## src/rtl/wb_timer_pkg.sv

```systemverilog
// Shared constants, channel record and byte-lane helper for the Wishbone timer.
package wb_timer_pkg;
   localparam int MAX_CHAN = 4;

   localparam logic [3:0] REG_STATUS    = 4'h0;
   localparam logic [3:0] REG_CTRL      = 4'h1;
   localparam logic [3:0] REG_PRESCALE  = 4'h2;
   localparam logic [3:0] REG_COUNT     = 4'h3;
   localparam logic [3:0] REG_CMP0      = 4'h4;
   localparam logic [3:0] REG_INTERVAL0 = 4'h8;

   localparam int CTRL_EN_BIT  = 0;
   localparam int CTRL_IE_LSB  = 4;
   localparam int CTRL_IE_MSB  = 7;
   localparam int CTRL_PER_LSB = 8;
   localparam int CTRL_PER_MSB = 11;

   typedef struct packed {
      logic [31:0] cmp;
      logic [31:0] interval;
      logic        flag;
      logic        ie;
      logic        per;
   } chan_t;

   function automatic logic [31:0] merge_lanes(input logic [31:0] old_val,
                                               input logic [31:0] new_val,
                                               input logic [3:0]  sel);
      logic [31:0] res;
      for (int b = 0; b < 4; b++)
         res[8*b +: 8] = sel[b] ? new_val[8*b +: 8] : old_val[8*b +: 8];
      return res;
   endfunction
endpackage

```

## src/rtl/wb_timer_if.sv

```systemverilog
// Wishbone pipelined bus bundle used between the address decoder and the timer.
interface if_wb;
   logic [31:0] adr;
   logic        cyc;
   logic        stb;
   logic        we;
   logic [3:0]  sel;
   logic [31:0] dat_m;
   logic [31:0] dat_s;
   logic        ack;
   logic        stall;

   modport master (output adr, cyc, stb, we, sel, dat_m, input dat_s, ack, stall);
   modport slave  (input adr, cyc, stb, we, sel, dat_m, output dat_s, ack, stall);
endinterface

```

## src/rtl/wb_timer_chan.sv

```systemverilog
// One compare channel: CMP and INTERVAL registers plus the sticky match flag.
module wb_timer_chan
   import wb_timer_pkg::*;
(
   input  logic        clk_i,
   input  logic        rst_i,
   input  logic        tick_i,
   input  logic [31:0] count_next_i,
   input  logic        cmp_we_i,
   input  logic        int_we_i,
   input  logic [3:0]  sel_i,
   input  logic [31:0] wdata_i,
   input  logic        clr_i,
   input  logic        ie_i,
   input  logic        per_i,
   output logic        flag_o,
   output chan_t       state_o
);
   logic [31:0] cmp_q, cmp_d, int_q, int_d;
   logic        flag_q, flag_d, match;

   assign match = tick_i && (count_next_i == cmp_q);

   // A match beats a clear; a software CMP write beats a periodic reload.
   always_comb begin
      cmp_d  = cmp_q;
      int_d  = int_q;
      flag_d = flag_q;
      if (cmp_we_i)
         cmp_d = merge_lanes(cmp_q, wdata_i, sel_i);
      else if (match && per_i)
         cmp_d = cmp_q + int_q;
      if (int_we_i)
         int_d = merge_lanes(int_q, wdata_i, sel_i);
      if (match)
         flag_d = 1'b1;
      else if (clr_i)
         flag_d = 1'b0;
   end

   always_ff @(posedge clk_i or negedge rst_i) begin
      if (!rst_i) begin
         cmp_q  <= '0;
         int_q  <= '0;
         flag_q <= 1'b0;
      end else begin
         cmp_q  <= cmp_d;
         int_q  <= int_d;
         flag_q <= flag_d;
      end
   end

   assign flag_o  = flag_q;
   assign state_o = '{cmp: cmp_q, interval: int_q, flag: flag_q, ie: ie_i, per: per_i};
endmodule

```

## src/rtl/wb_timer.sv

```systemverilog
// Wishbone timer top: bus decode, read mux, prescaler, COUNT and the irq register.
module wb_timer
   import wb_timer_pkg::*;
#(
   parameter int NCHAN  = 4,
   parameter int PWIDTH = 16
) (
   input  logic clk_i,
   input  logic rst_i,
   if_wb.slave  bus,
   output logic irq
);
   localparam logic [3:0]  CHAN_MASK = 4'((1 << NCHAN) - 1);
   localparam logic [11:0] CTRL_MASK = {CHAN_MASK, CHAN_MASK, 4'b0001};

   logic              accept, wr;
   logic [3:0]        off;
   logic              wr_status, wr_ctrl, wr_pre, wr_count;
   logic [11:0]       ctrl_q, ctrl_d;
   logic [PWIDTH-1:0] pre_q, pre_d, pc_q, pc_d;
   logic [31:0]       count_q, count_d, count_inc;
   logic [31:0]       ctrl_wr, pre_wr, count_wr;
   logic              pc_hit, tick;
   logic [MAX_CHAN-1:0] flags;
   chan_t             chan_s [MAX_CHAN];
   logic [31:0]       rdata, dat_q;
   logic              ack_q, irq_q;
   logic              unused_bits;

   assign accept    = bus.cyc & bus.stb;
   assign wr        = accept & bus.we;
   assign off       = bus.adr[5:2];
   assign wr_status = wr && (off == REG_STATUS);
   assign wr_ctrl   = wr && (off == REG_CTRL);
   assign wr_pre    = wr && (off == REG_PRESCALE);
   assign wr_count  = wr && (off == REG_COUNT);

   assign ctrl_wr   = merge_lanes({20'd0, ctrl_q}, bus.dat_m, bus.sel);
   assign pre_wr    = merge_lanes(32'(pre_q), bus.dat_m, bus.sel);
   assign count_wr  = merge_lanes(count_q, bus.dat_m, bus.sel);
   assign count_inc = count_q + 32'd1;
   assign pc_hit    = (pc_q == pre_q);

   // Tick uses the post-write EN so that clearing EN suppresses the tick on that edge.
   always_comb begin
      ctrl_d  = ctrl_q;
      pre_d   = pre_q;
      count_d = count_q;
      pc_d    = pc_q + PWIDTH'(1);
      if (wr_ctrl)
         ctrl_d = ctrl_wr[11:0] & CTRL_MASK;
      if (wr_pre)
         pre_d = pre_wr[PWIDTH-1:0];
      tick = ctrl_q[CTRL_EN_BIT] & ctrl_d[CTRL_EN_BIT] & pc_hit;
      if (!ctrl_q[CTRL_EN_BIT] || !ctrl_d[CTRL_EN_BIT] || wr_count || pc_hit)
         pc_d = '0;
      if (wr_count)
         count_d = count_wr;
      else if (tick)
         count_d = count_inc;
   end

   for (genvar gi = 0; gi < MAX_CHAN; gi++) begin : g_chan
      if (gi < NCHAN) begin : g_on
         localparam logic [3:0] CMP_OFF = REG_CMP0 + 4'(gi);
         localparam logic [3:0] INT_OFF = REG_INTERVAL0 + 4'(gi);
         wb_timer_chan u_chan (
            .clk_i       (clk_i),
            .rst_i       (rst_i),
            .tick_i      (tick),
            .count_next_i(count_inc),
            .cmp_we_i    (wr && (off == CMP_OFF)),
            .int_we_i    (wr && (off == INT_OFF)),
            .sel_i       (bus.sel),
            .wdata_i     (bus.dat_m),
            .clr_i       (wr_status & bus.sel[0] & bus.dat_m[gi]),
            .ie_i        (ctrl_q[CTRL_IE_LSB + gi]),
            .per_i       (ctrl_q[CTRL_PER_LSB + gi]),
            .flag_o      (flags[gi]),
            .state_o     (chan_s[gi])
         );
      end else begin : g_off
         assign flags[gi]  = 1'b0;
         assign chan_s[gi] = '0;
      end
   end

   always_comb begin
      rdata = '0;
      case (off[3:2])
         2'b00: begin
            case (off[1:0])
               2'd0:    rdata = {28'd0, flags};
               2'd1:    rdata = {20'd0, ctrl_q};
               2'd2:    rdata = 32'(pre_q);
               default: rdata = count_q;
            endcase
         end
         2'b01:   rdata = chan_s[off[1:0]].cmp;
         2'b10:   rdata = chan_s[off[1:0]].interval;
         default: rdata = '0;
      endcase
   end

   always_ff @(posedge clk_i or negedge rst_i) begin
      if (!rst_i) begin
         ctrl_q  <= '0;
         pre_q   <= '0;
         pc_q    <= '0;
         count_q <= '0;
         ack_q   <= 1'b0;
         dat_q   <= '0;
         irq_q   <= 1'b0;
      end else begin
         ctrl_q  <= ctrl_d;
         pre_q   <= pre_d;
         pc_q    <= pc_d;
         count_q <= count_d;
         ack_q   <= accept;
         dat_q   <= (accept && !bus.we) ? rdata : '0;
         irq_q   <= |(flags & ctrl_q[CTRL_IE_MSB:CTRL_IE_LSB]);
      end
   end

   assign bus.ack     = ack_q;
   assign bus.dat_s   = dat_q;
   assign bus.stall   = 1'b0;
   assign irq         = irq_q;
   assign unused_bits = ^{bus.adr[31:6], bus.adr[1:0], ctrl_wr[31:12], pre_wr};
endmodule

```

## src/flat_wrapper.sv

```systemverilog
// flat-port wrapper written by rule: the top's interface ports become plain ports
module wb_timer_flat import wb_timer_pkg::*;
#(
   parameter int NCHAN  = 4,
   parameter int PWIDTH = 16
)
  (clk_i, rst_i, irq, bus_adr, bus_cyc, bus_stb, bus_we, bus_sel, bus_dat_m, bus_dat_s, bus_ack, bus_stall);
  if_wb bus_i ();
  input  logic clk_i;
  input  logic rst_i;
  output logic irq;
  input wire logic [$bits(bus_i.adr)-1:0] bus_adr;
  input wire logic [$bits(bus_i.cyc)-1:0] bus_cyc;
  input wire logic [$bits(bus_i.stb)-1:0] bus_stb;
  input wire logic [$bits(bus_i.we)-1:0] bus_we;
  input wire logic [$bits(bus_i.sel)-1:0] bus_sel;
  input wire logic [$bits(bus_i.dat_m)-1:0] bus_dat_m;
  output wire logic [$bits(bus_i.dat_s)-1:0] bus_dat_s;
  output wire logic [$bits(bus_i.ack)-1:0] bus_ack;
  output wire logic [$bits(bus_i.stall)-1:0] bus_stall;
  assign bus_i.adr = bus_adr;
  assign bus_i.cyc = bus_cyc;
  assign bus_i.stb = bus_stb;
  assign bus_i.we = bus_we;
  assign bus_i.sel = bus_sel;
  assign bus_i.dat_m = bus_dat_m;
  assign bus_dat_s = bus_i.dat_s;
  assign bus_ack = bus_i.ack;
  assign bus_stall = bus_i.stall;
  wb_timer #(.NCHAN(NCHAN), .PWIDTH(PWIDTH)) u_core (.clk_i(clk_i), .rst_i(rst_i), .bus(bus_i), .irq(irq));
endmodule
```

## config.mk

```make
export PLATFORM = sky130hd
export DESIGN_NAME = wb_timer_flat
export DESIGN_NICKNAME = d
export VERILOG_FILES = /design/src/rtl/wb_timer_pkg.sv /design/src/rtl/wb_timer_if.sv /design/src/rtl/wb_timer_chan.sv /design/src/rtl/wb_timer.sv /design/src/flat_wrapper.sv
export SDC_FILE = /design/constraint.sdc
export NUM_CORES = 1
export LEC_CHECK = 0
export CAP_MARGIN = 20
export CORE_UTILIZATION = 59
export CTS_BUF_LIST = sky130_fd_sc_hd__clkbuf_4
export DETAILED_ROUTE_END_ITERATION = 8
export GPL_ROUTABILITY_DRIVEN = 0
export PLACE_DENSITY = 0.78
export SLEW_MARGIN = 20
export SYNTH_ARGS = -nofsm -noshare
export SYNTH_HDL_FRONTEND = slang
export SYNTH_HIERARCHICAL = 1
export SYNTH_SLANG_ARGS = --single-unit
```

## constraint.sdc

```tcl
create_clock -name clk_i -period 7.97 [get_ports clk_i]
set_input_delay 1.1955 -clock clk_i [delete_from_list [all_inputs] [get_ports clk_i]]
set_output_delay 1.1955 -clock clk_i [all_outputs]
set_load 0.02 [all_outputs]
```

### Word level (Yosys, flattened, before mapping)

Cells that the tools add are included.

| operators by class | value |
|---|---|
| add/sub/neg operators | 6 |
| $lt $le $gt $ge | 1 |
| equality and inequality tests | 40 |
| multiplexer cells | 31 |
| bitwise gates (word level) | 11 |
| reductions and logical operators | 80 |

Operators by type and width:

| kind | count |
|---|---|
| 32-bit two-way mux | 11 |
| 32-bit case mux with 3 select lines | 2 |
| 67-bit binary-select mux with 2-bit select | 1 |
| 67-bit two-way mux | 2 |
| 32-bit adder | 4 |
| 32-bit equality test | 4 |
| 2-bit AND reduction | 40 |
| 2-bit inequality test, second input constant | 20 |
| 32-bit by 1-bit adder with 32-bit output, second input constant | 1 |
| 8-bit two-way mux | 4 |
| 1-bit logical AND | 21 |
| 2-bit nonzero test | 9 |
| 16-bit by 1-bit adder with 16-bit output, second input constant | 1 |
| 16-bit equality test | 1 |
| 4-bit by 3-bit equality test with 1-bit output, second input constant | 4 |
| 4-bit equality test, second input constant | 4 |
| 16-bit two-way mux | 1 |
| 1-bit two-way mux | 10 |
| 1-bit AND | 9 |
| 4-bit by 2-bit equality test with 1-bit output, second input constant | 2 |
| 4-bit AND | 1 |
| 2-bit by 1-bit equality test with 1-bit output, second input constant | 2 |
| 2-bit equality test, second input constant | 2 |
| 4-bit by 1-bit equality test with 1-bit output, second input constant | 1 |
| 7 further kinds | 12 |

| word-level totals | value |
|---|---|
| flip-flop bits (word level) | 367 |
| output and inout bits | 35 |

### Longest topological paths before layout

| logic depth | value |
|---|---|
| depth in word-level cells | 10 |
| gate-level depth with buffers | 17 |

### Hierarchy

Netlist, hierarchy kept.

By module, submodules not included:

| module | instances | cells each | area each (um^2) | seq. area each (um^2) |
|---|---|---|---|---|
| wb_timer_chan | 4 | 512 | 4,849.7 | 1,626.6 |
| wb_timer | 1 | 763 | 7,805.0 | 2,677.6 |

### Worst setup path after synthesis

Ideal clock, no wire load.

| timing | value |
|---|---|
| path type | input -> register |
| start | input bus_adr[2] |
| end | register u_core.g_chan[3].g_on.u_chan.cmp_q[30] |
| data arrival time | 3.617 ns |
| required time | 7.832 ns |
| setup slack | 4.214 ns |
| stages | 12 |
| cell sequence | clkbuf_1 clkbuf_1 clkbuf_1 nand2_1 nor2_1 inv_1 nand3b_4 buf_6 clkbuf_1 nor2_1 a211oi_1 o211ai_1 |

| between the ends | value |
|---|---|
| cells in the longest elaborated chain, start to end | 9 |
| elaborated cells on any way between the ends | 13 |

Ends and longest elaborated chain:

| item | RTL line | text |
|---|---|---|
| start: declaration | flat_wrapper.sv:12 | `input wire logic [$bits(bus_i.adr)-1:0] bus_adr;` |
| 4-bit by 1-bit equality test with 1-bit output | wb_timer.sv:34 | `assign wr_ctrl = wr && (off == REG_CTRL);` |
| 1-bit logical AND | wb_timer.sv:34 |  |
| 1-bit two-way mux | wb_timer.sv:50 | `if (wr_ctrl)` |
| 1-bit AND (2 in series) | wb_timer.sv:54 | `tick = ctrl_q[CTRL_EN_BIT] & ctrl_d[CTRL_EN_BIT] & pc_hit;` |
| 1-bit logical AND | wb_timer_chan.sv:22 | `assign match = tick_i && (count_next_i == cmp_q);` |
| 1-bit logical AND | wb_timer_chan.sv:31 | `else if (match && per_i)` |
| 2-bit nonzero test (no line) | - |  |
| 2-bit AND reduction (no line) | - |  |
| end signal: assignment | wb_timer_chan.sv:47 | `cmp_q <= cmp_d;` |
| end: declaration | wb_timer_chan.sv:19 | `logic [31:0] cmp_q, cmp_d, int_q, int_d;` |

Several ways; a longest one is shown, not always the timed one.
A chain may end at the register's enable or synchronous reset.

### Worst setup path after layout

| timing | value |
|---|---|
| start | register u_core.count_q[0] |
| end | register u_core.g_chan[2].g_on.u_chan.cmp_q[4] |

| between the ends | value |
|---|---|
| cells in the longest elaborated chain, start to end | 6 |

Ends and longest elaborated chain:

| item | RTL line | text |
|---|---|---|
| start: declaration | wb_timer.sv:21 | `logic [31:0] count_q, count_d, count_inc;` |
| start signal: assignment | wb_timer.sv:118 | `count_q <= count_d;` |
| 32-bit by 1-bit adder with 32-bit output | wb_timer.sv:41 | `assign count_inc = count_q + 32'd1;` |
| named net u_core.count_inc[24] | wb_timer.sv:21 |  |
| 32-bit equality test | wb_timer_chan.sv:22 |  |
| 1-bit logical AND | wb_timer_chan.sv:22 |  |
| 1-bit logical AND | wb_timer_chan.sv:31 |  |
| 2-bit nonzero test (no line) | - |  |
| 2-bit AND reduction (no line) | - |  |
| end signal: assignment | wb_timer_chan.sv:47 |  |
| end: declaration | wb_timer_chan.sv:19 |  |

The timed path passes the listed nets, and every way through them passes these cells.

==> impl_metrics.tcl <==
set metrics [dict create \
    nets 3071 \
    clk_pin_slew_ns 0.07 \
    worstSetupStartpointType "flip-flop" \
    dr.pass1.iters 6 \
    drv_cap 0 \
    grt_setup_unrepaired "false" \
    vias 24400 \
    crit_type "flip-flop to flip-flop" \
    io_buffers 78 \
    fp.dieH_um 216 \
    r2r_end "u_core/g_chan[2].g_on.u_chan/cmp_q[4]" \
    viasPerCell 6.90 \
    synthCells 2799 \
    timing.rr.start "u_core/count_q[0]" \
    p_leak_nw 12.9 \
    report.final.slew_viol_count 0 \
    reg2reg_depth 12 \
    postCtsSetupRepairBufs 0 \
    finalCritPeriodShare 0.716 \
    critPathRequiredTime_ns 8.71 \
    core-area_um2 45400 \
    grt_max_degree 132 \
    syn_avg_cell_area_um2 9.69 \
    grt_usage 0.376 \
    worst_pin_slew_ns 1.07 \
    fp.dieW_um 216 \
    fp.dieArea_um2 46800 \
    period_minus_slack_ns 5.71 \
    finalSetupViolations 0 \
    drc_errors 0 \
    initial_core_util 0.597 \
    cts_hold_buffers 0 \
    slew_headroom 0.285 \
    post_cts_resized 0 \
    hp-class "primary input to async pin" \
    cp_max_fo 31 \
    avgRoutedWirePerCell_um 24.9 \
    cts.path.max_buffers 3 \
    yosysWarnings 6 \
    antenna_found_initial 3 \
    drt.antenna.violating_nets 0 \
    tns_ns 0 \
    grt_overflow 0 \
    fin_worst_skew_ns 0.0856 \
    root_buffer "clkbuf_4" \
    dp_hpwl_um 67300 \
    critPathLaunch "u_core/count_q[0]" \
    dp_cells 3369 \
    vdd_drop_max_mv 0.111 \
    rows 78 \
    cts_tree "yes" \
    grt_pass1_wl_um 135000 \
    clock-sinks 367 \
    final_cell_count_no_fill 3541 \
    fin_total_pwr_mw 5.50 \
    boundaryPins 108 \
    postLayoutCoreUtil 0.649 \
    pre_cts_ws_ns 2.68 \
    wirelength_um 88300 \
    grt_pass1_vias 23600 \
    syn-num-nets 3002 \
    netlist_area_um2 27100 \
    h-tree-depth 3 \
    finalHoldViolations 0 \
    reg2reg_slack_ns 2.26 \
    crit_path_end "u_core/g_chan[2].g_on.u_chan/cmp_q[4]" \
    fmax_ghz 0.175 \
    dr.first_iter.drc_count 3340 \
    critPathCaptureType "flip-flop" \
    layout-drive-gt1-share 0.169 \
    crit_arrival_ns 6.45 \
    power.density_nw_per_um2 187 \
    outcome "completed" \
    clk_latency_ns 0.91 \
    area_delta_synth_final_pct 8.71 \
    layout_setup_ws_ns 2.26 \
    numCtsBuffers 96 \
]
critical path, cell delays in order, from the launching register on:
cell	delay [ns]
dfrtp_1	0.42
ha_1	0.23
nand3_1	0.31
nor4_1	0.75
nand3_1	0.32
nor2_1	0.20
xor2_1	0.58
xor2_1	0.15
nor4_1	0.63
nand4_1	0.59
nand3b_4	0.55
nand2_1	0.49
mux2_2	0.39
how the worst min path moves through the flow:
stage | to | slack, ns | cells after the start
detailed placement | u_core/g_chan[1].g_on.u_chan/int_q[12] | 0.53 | 1
finish | u_core/pc_q[1] | 0.45 | 1
global route | u_core/pre_q[2] | 0.50 | 1
CTS | u_core/pc_q[3] | 0.46 | 1
floorplan | u_core/irq | 0.48 | 2
global placement | u_core/pc_q[0] | 0.51 | 1
cells in the final DEF, fill, tap and decap left out, types with 13 or more instances in the layout:
| cell type | n |
|---|---|
| nor4_1 | 31 |
| nand4_1 | 48 |
| clkinv_1 | 18 |
| nor3_1 | 27 |
| buf_4 | 20 |
| and2_1 | 38 |
| o21ai_0 | 113 |
| nand2_1 | 265 |
| o21bai_1 | 20 |
| o21ai_1 | 54 |
| o211ai_1 | 53 |
| dfrtp_1 | 367 |
| o21a_1 | 67 |
| mux2_2 | 184 |
| xor2_1 | 116 |
| xnor2_1 | 176 |
| mux4_2 | 65 |
| a21oi_1 | 197 |
| mux2i_1 | 30 |
| nor2_1 | 154 |
| inv_1 | 54 |
| a211oi_1 | 23 |
| o31ai_1 | 22 |
| clkbuf_4 | 142 |
| a31oi_1 | 18 |
| o22ai_1 | 15 |
| ha_1 | 126 |
| a21boi_0 | 13 |
| a22oi_1 | 74 |
| nor2b_1 | 16 |
| a21o_1 | 38 |
| and3_1 | 30 |
| clkdlybuf4s50_1 | 75 |
| nand3_1 | 66 |
where the power goes:
part,internal (mW),switching [mW]
registers,2.02,0.250
clock network,0.843,0.823
logic,0.603,0.966
per-layer routing:
layer | global-route usage | part of all wire
met1 | 0.502 | 0.38
met2 | 0.565 | 0.43
met3 | 0.0982 | 0.13
met4 | 0.192 | 0.056
met5 | 0 | 0.00022
sequential cells by signal, summed over array words and instances (netlist names):
register and flops:
u_core/bus.ack 1, u_core/bus.dat_s 32, u_core/count_q 32, u_core/ctrl_q 9, u_core/g_chan.g_on.u_chan/cmp_q 128, u_core/g_chan.g_on.u_chan/flag_o 4, u_core/g_chan.g_on.u_chan/int_q 128, u_core/irq 1
u_core/pc_q 16, u_core/pre_q 16
final cells by class:
| cell class | instances | area (um^2) |
|---|---|---|
| clock inverter | 27 | 140 |
| inverter | 54 | 203 |
| timing repair buffer | 97 | 930 |
| sequential | 367 | 9180 |
| multi-input combinational | 2252 | 17200 |
| fill | 3566 | 15900 |
| tap | 600 | 751 |
| antenna | 2 | 5.00 |
| clock buffer | 142 | 1070 |
metrics by stage:
step / area [um^2] / hold WS, ns
finish: 29500 / 0.452
global route: 29500 / 0.504
CTS: 29500 / 0.456
detailed placement: 28200 / 0.528
global placement: 28200 / 0.513
floorplan: 27100 / 0.479
(Power assumes the default switching activity.)
